### config.mk
export PLATFORM = sky130hd
export DESIGN_NAME = am_sample_feeder
export DESIGN_NICKNAME = d
export VERILOG_FILES = /design/src/rtl/am_sample_feeder.sv
export SDC_FILE = /design/constraint.sdc
export NUM_CORES = 1
export LEC_CHECK = 0
export CAP_MARGIN = 20
export CORE_MARGIN = 1.5
export CORE_UTILIZATION = 59
export CTS_CLUSTER_DIAMETER = 150
export DETAILED_ROUTE_END_ITERATION = 16
export PLACE_DENSITY_LB_ADDON = 0.1
export RECOVER_POWER = 50
export SLEW_MARGIN = 15
export SYNTH_ARGS = -nofsm -noshare
export SYNTH_HDL_FRONTEND = slang
export SYNTH_SLANG_ARGS = --single-unit
### constraint.sdc
create_clock -name clk -period 3.7 [get_ports clk]
set_clock_uncertainty 0.2 [all_clocks]
set_input_delay 0.37 -clock clk [delete_from_list [all_inputs] [get_ports clk]]
set_output_delay 0.37 -clock clk [all_outputs]
set_load 0.03 [all_outputs]
### src/rtl/am_sample_feeder.sv
// Sample feeder for the AM modulator. Bursty host writes go into a small FIFO,
// and one sample is released per PWM frame (SAMPLE_PERIOD clocks) with a 1-cycle strobe.
// Write backpressure comes from wr_ready, which is low while full. Output pacing has no backpressure, and mid-scale is emitted on prefill or underflow.
module am_sample_feeder #(
    parameter int DATA_WIDTH    = 8,
    parameter int ADDR_WIDTH    = 4,
    parameter int SAMPLE_PERIOD = 1024,
    parameter int PREFILL       = 8,
    parameter int IDLE_VALUE    = 128
) (
    input  logic                  clk,
    input  logic                  rst,
    input  logic                  en,
    input  logic [DATA_WIDTH-1:0] wr_data,
    input  logic                  wr_valid,
    output logic                  wr_ready,
    output logic [DATA_WIDTH-1:0] sample_out,
    output logic                  sample_strobe,
    output logic [ADDR_WIDTH:0]   level,
    output logic                  playing,
    output logic                  underflow,
    input  logic                  underflow_clr,
    output logic [15:0]           underflow_cnt
);

    localparam int DEPTH = 1 << ADDR_WIDTH;
    localparam int CW    = (SAMPLE_PERIOD > 1) ? $clog2(SAMPLE_PERIOD) : 1;
    localparam logic [CW-1:0]         LAST_CNT    = CW'(SAMPLE_PERIOD - 1);
    localparam logic [ADDR_WIDTH:0]   FULL_LVL    = (ADDR_WIDTH + 1)'(DEPTH);
    localparam logic [ADDR_WIDTH:0]   PREFILL_LVL = (ADDR_WIDTH + 1)'(PREFILL);
    localparam logic [DATA_WIDTH-1:0] IDLE_DAT    = DATA_WIDTH'(IDLE_VALUE);

    typedef enum logic {
        ST_IDLE = 1'b0,
        ST_RUN  = 1'b1
    } state_t;

    state_t                r_state;
    logic [DATA_WIDTH-1:0] r_mem [DEPTH];
    logic [ADDR_WIDTH-1:0] r_wptr;
    logic [ADDR_WIDTH-1:0] r_rptr;
    logic [ADDR_WIDTH:0]   r_level;
    logic [CW-1:0]         r_cnt;
    logic [DATA_WIDTH-1:0] r_sample;
    logic                  r_strobe;
    logic                  r_underflow;
    logic [15:0]           r_ucnt;

    logic w_tick;
    logic w_push;
    logic w_pop;
    logic w_uf_evt;

    // All frame decisions use the level as registered before this edge's push.
    assign w_tick   = en && (r_cnt == LAST_CNT);
    assign w_push   = wr_valid && (r_level != FULL_LVL);
    assign w_pop    = w_tick && (((r_state == ST_IDLE) && (r_level >= PREFILL_LVL)) ||
                                 ((r_state == ST_RUN)  && (r_level != '0)));
    assign w_uf_evt = w_tick && (r_state == ST_RUN) && (r_level == '0);

    // Frame counter: free-runs while enabled and sits at zero otherwise.
    always_ff @(posedge clk) begin
        if (rst || !en) begin
            r_cnt <= '0;
        end else if (r_cnt == LAST_CNT) begin
            r_cnt <= '0;
        end else begin
            r_cnt <= r_cnt + 1'b1;
        end
    end

    // FIFO storage. Stale contents after reset are harmless because the pointers restart.
    always_ff @(posedge clk) begin
        if (w_push) begin
            r_mem[r_wptr] <= wr_data;
        end
    end

    // Pointers and occupancy. A simultaneous push and pop leaves the level unchanged.
    always_ff @(posedge clk) begin
        if (rst) begin
            r_wptr  <= '0;
            r_rptr  <= '0;
            r_level <= '0;
        end else begin
            if (w_push) begin
                r_wptr <= r_wptr + 1'b1;
            end
            if (w_pop) begin
                r_rptr <= r_rptr + 1'b1;
            end
            case ({w_push, w_pop})
                2'b10:   r_level <= r_level + 1'b1;
                2'b01:   r_level <= r_level - 1'b1;
                default: r_level <= r_level;
            endcase
        end
    end

    // Playback FSM with registered sample and strobe. One action is taken per tick.
    always_ff @(posedge clk) begin
        if (rst) begin
            r_state  <= ST_IDLE;
            r_sample <= IDLE_DAT;
            r_strobe <= 1'b0;
        end else if (!en) begin
            r_state  <= ST_IDLE;
            r_sample <= IDLE_DAT;
            r_strobe <= 1'b0;
        end else begin
            r_strobe <= w_tick;
            if (w_tick) begin
                case (r_state)
                    ST_IDLE: begin
                        if (w_pop) begin
                            r_sample <= r_mem[r_rptr];
                            r_state  <= ST_RUN;
                        end else begin
                            r_sample <= IDLE_DAT;
                        end
                    end
                    ST_RUN: begin
                        if (w_pop) begin
                            r_sample <= r_mem[r_rptr];
                        end else begin
                            r_sample <= IDLE_DAT;
                            r_state  <= ST_IDLE;
                        end
                    end
                    default: begin
                        r_sample <= IDLE_DAT;
                        r_state  <= ST_IDLE;
                    end
                endcase
            end
        end
    end

    // Sticky underflow flag and saturating event count. A new event beats a same-cycle clear.
    always_ff @(posedge clk) begin
        if (rst) begin
            r_underflow <= 1'b0;
            r_ucnt      <= '0;
        end else if (w_uf_evt) begin
            r_underflow <= 1'b1;
            if (underflow_clr) begin
                r_ucnt <= 16'd1;
            end else if (r_ucnt != 16'hFFFF) begin
                r_ucnt <= r_ucnt + 16'd1;
            end
        end else if (underflow_clr) begin
            r_underflow <= 1'b0;
            r_ucnt      <= '0;
        end
    end

    assign wr_ready      = (r_level != FULL_LVL);
    assign sample_out    = r_sample;
    assign sample_strobe = r_strobe;
    assign level         = r_level;
    assign playing       = (r_state == ST_RUN);
    assign underflow     = r_underflow;
    assign underflow_cnt = r_ucnt;

endmodule
==> results.toml, run 1 <==
[floorplanning]
die-area_um2 = 13500
ios = 46
dieWidth_um = 116
core-area_um2 = 12600
core.rowCount = 41
die_height_um = 116
initial_core_util = 0.603

[cts]
ctsResizeCount = 0
root_buffer = "clkbuf_16"
tritoncts = "built"
cts_buffer_depth = 2
clock_sinks = 182
numCtsBuffers = 17
htreeDepth = 4
hold_buffers = 0
clock_latency_ns = 0.43
clk_pin_slew_worst_paths_ns = 0.07
cts_setup_buffers = 0

[placed_design]
dp.final_hpwl_um = 9670
globalplace.congestion = 0.869
portBuffers = 45
place_area_um2 = 8260

[timing]
max_slew_margin = 0.347
worst_slew_pin_slew_ns = 0.980
slew_violations = 0
hold_viol_final = 0
setup_violations = 0
setup_tns_ns = 0
layout_min_cycle_time_ns = 3.35
rsz0062_at_grt = "false"
period_share = 0.905
timing.fmax_ghz = 0.299

[cells_and_area]
drive_gt1_frac = 0.160
nNetsFinal = 603
syn2layout_area_growth_pct = 15.9
finalInstanceArea_um2 = 8780
antenna_cells = 0

[drt]
vias_per_cell = 5.84
via_count = 4462
drc = 0
wl_per_cell_um = 18.9
drtAntennaViolNets = 0
wl_um = 14500
firstDrtPassIters = 5
drt_iter0_drc = 354

[setup_path]
cp.required_ns = 3.79
path_class = "reg -> reg"
path_cells = "or3_1 > a211o_1 > and3_1 > ha_1 > xor2_1 > ha_1 > a211o_1 > a211o_1 > a31oi_1 > xnor2_1 > nor2_1"
slowest_stage = "or3_1"
start_kind = "register"
crit_path_end_kind = "register"
crit_fanout = 10
crit_arrival_ns = 3.44
critical-path-max-stage-delay_ns = 0.44
worst_path_most_repeated_cell = "a211o_1"

[logic_synthesis]
synth_seq_area_share = 0.650
ys_ff_latch = 182
synthCells = 521
synth_area_um2 = 7580
syn-num-nets = 545
yosys.area.top_type = "edfxtp_1"
ys_types = 58
yosys_warnings = 0
synth_top_area_share = 0.507
synth_edf_count = 128
syn_avg_cell_area_um2 = 14.5
ys_top_cells_by_area = "edfxtp_1, dfxtp_1, mux4_2"
synthArstFlopShare = 0
synthFlopType = "edfxtp_1"

[grt]
grt_overflow_total = 0
grtUsageMet3 = 0.0535
grt_pass1_wl_um = 22900
use_met1 = 0.338
gr-max-usage-layer = "met2"
antenna_found_initial = 0
grtUsageTotal = 0.234
use_met2 = 0.351
grt_pass1_vias = 4282
grt_max_degree = 26

[pwr]
p_per_area_nw_per_um2 = 460
p_leak_nw = 2.96
vdd_ir_drop_max_mv = 0.404

[flow_run]
drv_cap = 0

[status]
status = "completed"

[min_path]
hp-class = "reg -> reg"
-- final timing paths --
kind,start,to,slack (ns),cells after the start
min reg2reg,sample_out[6],sample_out[6],0.25,2
max,level[1],level[4],0.35,11
min,sample_out[6],sample_out[6],0.25,2
max reg2reg,level[1],level[4],0.35,11
-- flip-flops by register name (all words and copies together) (netlist names), named ones only --
signal,cells
r_rptr,4
r_cnt,10
playing,1
r_mem,128
r_wptr,4
sample_out,8
underflow,1
level,5
sample_strobe,1
underflow_cnt,16
-- report_power, final --
group	total, mW	internal, mW	switching (mW)
Clock	1.70	0.985	0.716
Sequential	2.21	2.20	0.0130
Combinational	0.126	0.0465	0.0791
-- per-layer routing --
metal / part of all wire / vias to the layer above
met1: 0.44 / 2207
met4: 0.015 / 0
met5: 0 / -
met3: 0.064 / 17
met2: 0.48 / 134
li1: - / 2104
-- kinds of logic after synthesis --
logic type / count (synthesis) / synth area share
muxes: 56 / 0.126
adders and majority gates: 11 / 0.0182
DFF: 182 / 0.650
AOI/OAI and AO/OA: 56 / 0.0481
xor gates and xnor gates: 20 / 0.0231
buffers and inverters: 34 / 0.0215
and+or+nand+nor: 162 / 0.113
-- cell usage after synthesis (all sizes together) (2+ instances only) --
| cell type | count |
|---|---|
| nand2 | 35 |
| nor2 | 51 |
| or3 | 5 |
| and4 | 4 |
| edfxtp | 128 |
| xor2 | 12 |
| nand3b | 3 |
| a211o | 3 |
| o211a | 5 |
| and3 | 6 |
| mux4 | 31 |
| a41o | 2 |
| inv | 9 |
| a21o | 2 |
| buf | 14 |
| xnor2 | 8 |
| ha | 11 |
| clkbuf | 11 |
| nor4 | 3 |
| o21ai | 19 |
| mux2 | 8 |
| mux2i | 17 |
| nor2b | 2 |
| dfxtp | 54 |
| nand3 | 17 |
| nand4 | 12 |
| a21oi | 14 |
| nor3 | 14 |
| nand2b | 4 |
-- layout make-up --
cell class                 instances  area (um2)
sequential                       182        4930
fill                             838        3780
multi-input combinational        305        2470
timing repair buffer              64         589
clock buffer                      21         440
tap                              172         215
clock inverter                    11         110
inverter                           9        33.8
-- worst max-delay path, delay by kind of cell (launching register included) --
kind	cells	cell delay, ns
compound gates	4	1.10
xor+xnor	2	0.32
fa+ha+maj	2	0.50
flops	1	0.40
simple gates	3	0.70
-- layout by cell type, fill, tap and decap left out, types with 2 or more instances in the layout --
cell type        netlist  routed
edfxtp_1             128     128
o21ai_1               14      14
a211o_1                3       3
nor2_1                51      51
or3_1                  5       5
nand3b_1               3       3
a21o_1                 2       2
o211a_1                5       5
inv_1                  9       9
mux2i_1               17      17
o21ai_0                5       5
clkbuf_1              11       5
clkinv_2               0       6
bufinv_16              0       2
nor3_1                 9      10
nand2_1               34      35
nand4_1               11      11
xor2_1                12      12
xnor2_1                8       8
a21oi_1               14      14
buf_4                  3      18
nor3_2                 5       4
a41o_1                 2       2
nand3_1               15      16
nor4_2                 2       2
and4_1                 4       4
clkbuf_16              0      17
mux2_2                 7       7
dlygate4sd3_1          0      27
ha_1                  11      11
dfxtp_1               54      53
and3_1                 5       5
nor2b_1                2       2
nand2b_1               4       4
clkdlybuf4s50_1        0      18
mux4_2                31      31
-- per-stage QoR --
stage	hold slack [ns]	utilization	cells	setup WS (ns)	total power, mW
4_1_cts	0.259	0.701	764	0.338	4.07
3_3_place_gp	0.242	0.657	732	0.441	2.38
6_report	0.251	0.699	764	0.351	4.04
5_1_grt	0.282	0.699	764	0.132	4.16
2_1_floorplan	0.230	-	521	0.371	2.32
3_5_place_dp	0.251	0.657	732	0.354	2.39
(Power assumes the default switching activity.)
==> run 2: changes to the inputs <==
PLACE_DENSITY = 0.79   (was not set)
PLACE_DENSITY_LB_ADDON = not set   (was 0.1)
==> run 2 against run 1 <==
Utilization shrank 0.32 points; final cell count shrank 1.3%; register-to-register slack lost 0.02 ns; combinational power is essentially flat.
==> results.toml, run 2 (synthesis gave the netlist of run 1 again) <==
[placed_design]
dp.final_hpwl_um = 9750
place_area_um2 = 8180
portBuffers = 45
globalplace.congestion = 0.813

[timing]
setup_tns_ns = 0
layout_min_cycle_time_ns = 3.37
timing.fmax_ghz = 0.297
max_slew_margin = 0.339
rsz0062_at_grt = "false"
setup_violations = 0
slew_violations = 0
worst_slew_pin_slew_ns = 0.992
period_share = 0.910
hold_viol_final = 0

[drt]
drt_iter0_drc = 387
drc = 0
vias_per_cell = 6.02
wl_per_cell_um = 20.1
drtAntennaViolNets = 0
firstDrtPassIters = 5
via_count = 4537
wl_um = 15200

[setup_path]
critical-path-max-stage-delay_ns = 0.44
path_cells = "or3_1 > a211o_1 > and3_1 > ha_1 > xor2_1 > ha_1 > a211o_1 > a211o_1 > a31oi_1 > xnor2_1 > nor2_1"
worstReg2RegStart = "level[1]"
cp.required_ns = 3.78
crit_arrival_ns = 3.45
worst_path_most_repeated_cell = "a211o_1"
slowest_stage = "or3_1"
start_kind = "register"
crit_fanout = 10
crit_path_end_kind = "register"
r2r_cells = 11
path_class = "reg -> reg"
r2r-end = "level[4]"
reg2reg_slack_ns = 0.33

[cts]
cts_buffer_depth = 2
tritoncts = "built"
htreeDepth = 4
clk_pin_slew_worst_paths_ns = 0.07
hold_buffers = 0
numCtsBuffers = 17
clock_sinks = 182
ctsResizeCount = 0
clock_latency_ns = 0.44
root_buffer = "clkbuf_16"
cts_setup_buffers = 0

[grt]
grt_pass1_vias = 4307
grt_pass1_wl_um = 23700
grt_max_degree = 26
grt_overflow_total = 0
antenna_found_initial = 0
grtUsageTotal = 0.245

[pwr]
p_per_area_nw_per_um2 = 473
p_leak_nw = 2.92
vdd_ir_drop_max_mv = 0.343
finalPower_mw = 4.14

[cells_and_area]
layout_common_cells = "edfxtp_1, dfxtp_1, nor2_1"
largest_reg_flops = 128
antenna_cells = 0
syn2layout_area_growth_pct = 15.4
final_common_cell = "edfxtp_1"
nNetsFinal = 593
regMostFlops = "r_mem"
seq_area_um2 = 4930
utilization = 0.696
drive_gt1_frac = 0.151
finalInstanceArea_um2 = 8740
nFillCells = 837
multi_input_area_um2 = 2460

[floorplanning]
ios = 46
initial_core_util = 0.603
core-area_um2 = 12600
die-area_um2 = 13500
dieWidth_um = 116
die_height_um = 116
core.rowCount = 41

[flow_run]
drv_cap = 0

[min_path]
hp-start = "sample_out[4]"
hold_path_end = "sample_out[4]"
hp-class = "reg -> reg"
hold_depth = 2

[status]
status = "completed"
run 2: cell types whose count changed in the layout (fill, tap and decap cells not counted):
cell | before | now
dlygate4sd3_1 | 27 | 28
buf_4 | 18 | 8
clkbuf_1 | 5 | 1
clkdlybuf4s50_1 | 18 | 17
and3_1 | 5 | 6
inv_6 | 1 | 5
clkinv_2 | 6 | 1
inv_8 | 0 | 2
and3_4 | 1 | 0
clkinvlp_4 | 1 | 4
run 2: stage by stage:
step | instances | hold WS (ns) | setup WS [ns]
after floorplan | 521 | 0.230 | 0.371
after global placement | 722 | 0.235 | 0.445
after detailed placement | 722 | 0.238 | 0.370
after CTS | 754 | 0.247 | 0.339
after global routing | 754 | 0.258 | 0.164
final | 754 | 0.240 | 0.332
run 2: final cells by class:
type | count | share of cell area
multi-input cells | 305 | 0.282
repair buffers | 54 | 0.0588
inverters | 9 | 0.00386
flip-flops and latches | 182 | 0.563
clock inverters | 15 | 0.0189
well taps | 172 | 0.0246
clock buffers | 17 | 0.0486
run 2: report_power, final:
part | leakage [nW] | switching, mW | internal [mW] | total, mW
clock network | 0.279 | 0.793 | 1.01 | 1.80
registers | 1.59 | 0.0135 | 2.20 | 2.21
logic | 1.05 | 0.0781 | 0.0463 | 0.124
total | 2.92 | 0.884 | 3.26 | 4.14
run 2: worst max-delay path by stage:
stage / from / to / slack [ns] / depth (start not counted)
final: level[1] / level[4] / 0.33 / 11
after global routing: level[1] / level[4] / 0.16 / 11
after CTS: level[1] / level[4] / 0.34 / 11
after detailed placement: level[1] / level[4] / 0.37 / 11
after global placement: level[1] / level[4] / 0.45 / 11
after floorplan: level[1] / level[4] / 0.37 / 12
run 2: layer usage:
metal | global-route usage | wire length, um | part of all wire | up-vias
met4 | 0.0805 | 223 | 0.015 | 0
met3 | 0.0560 | 1030 | 0.068 | 22
li1 | - | - | - | 2086
met5 | 0 | 0 | 0 | -
met2 | 0.384 | 7350 | 0.48 | 157
met1 | 0.346 | 6570 | 0.43 | 2272
run 2: critical path: cells and delay by family (launching register included):
| family | cells | cell delay, ns |
|---|---|---|
| flip-flops | 1 | 0.40 |
| XOR/XNOR | 2 | 0.31 |
| AND/OR/NAND/NOR | 3 | 0.70 |
| adder cells (fa/ha/maj) | 2 | 0.51 |
| AO/OA/AOI/OAI | 4 | 1.10 |
==> run 3: changes to the inputs <==
SLEW_MARGIN = 20   (was 15)
==> results of run 3 <==
Same layout as run 2: the final DEF is identical, and so are final timing and power.
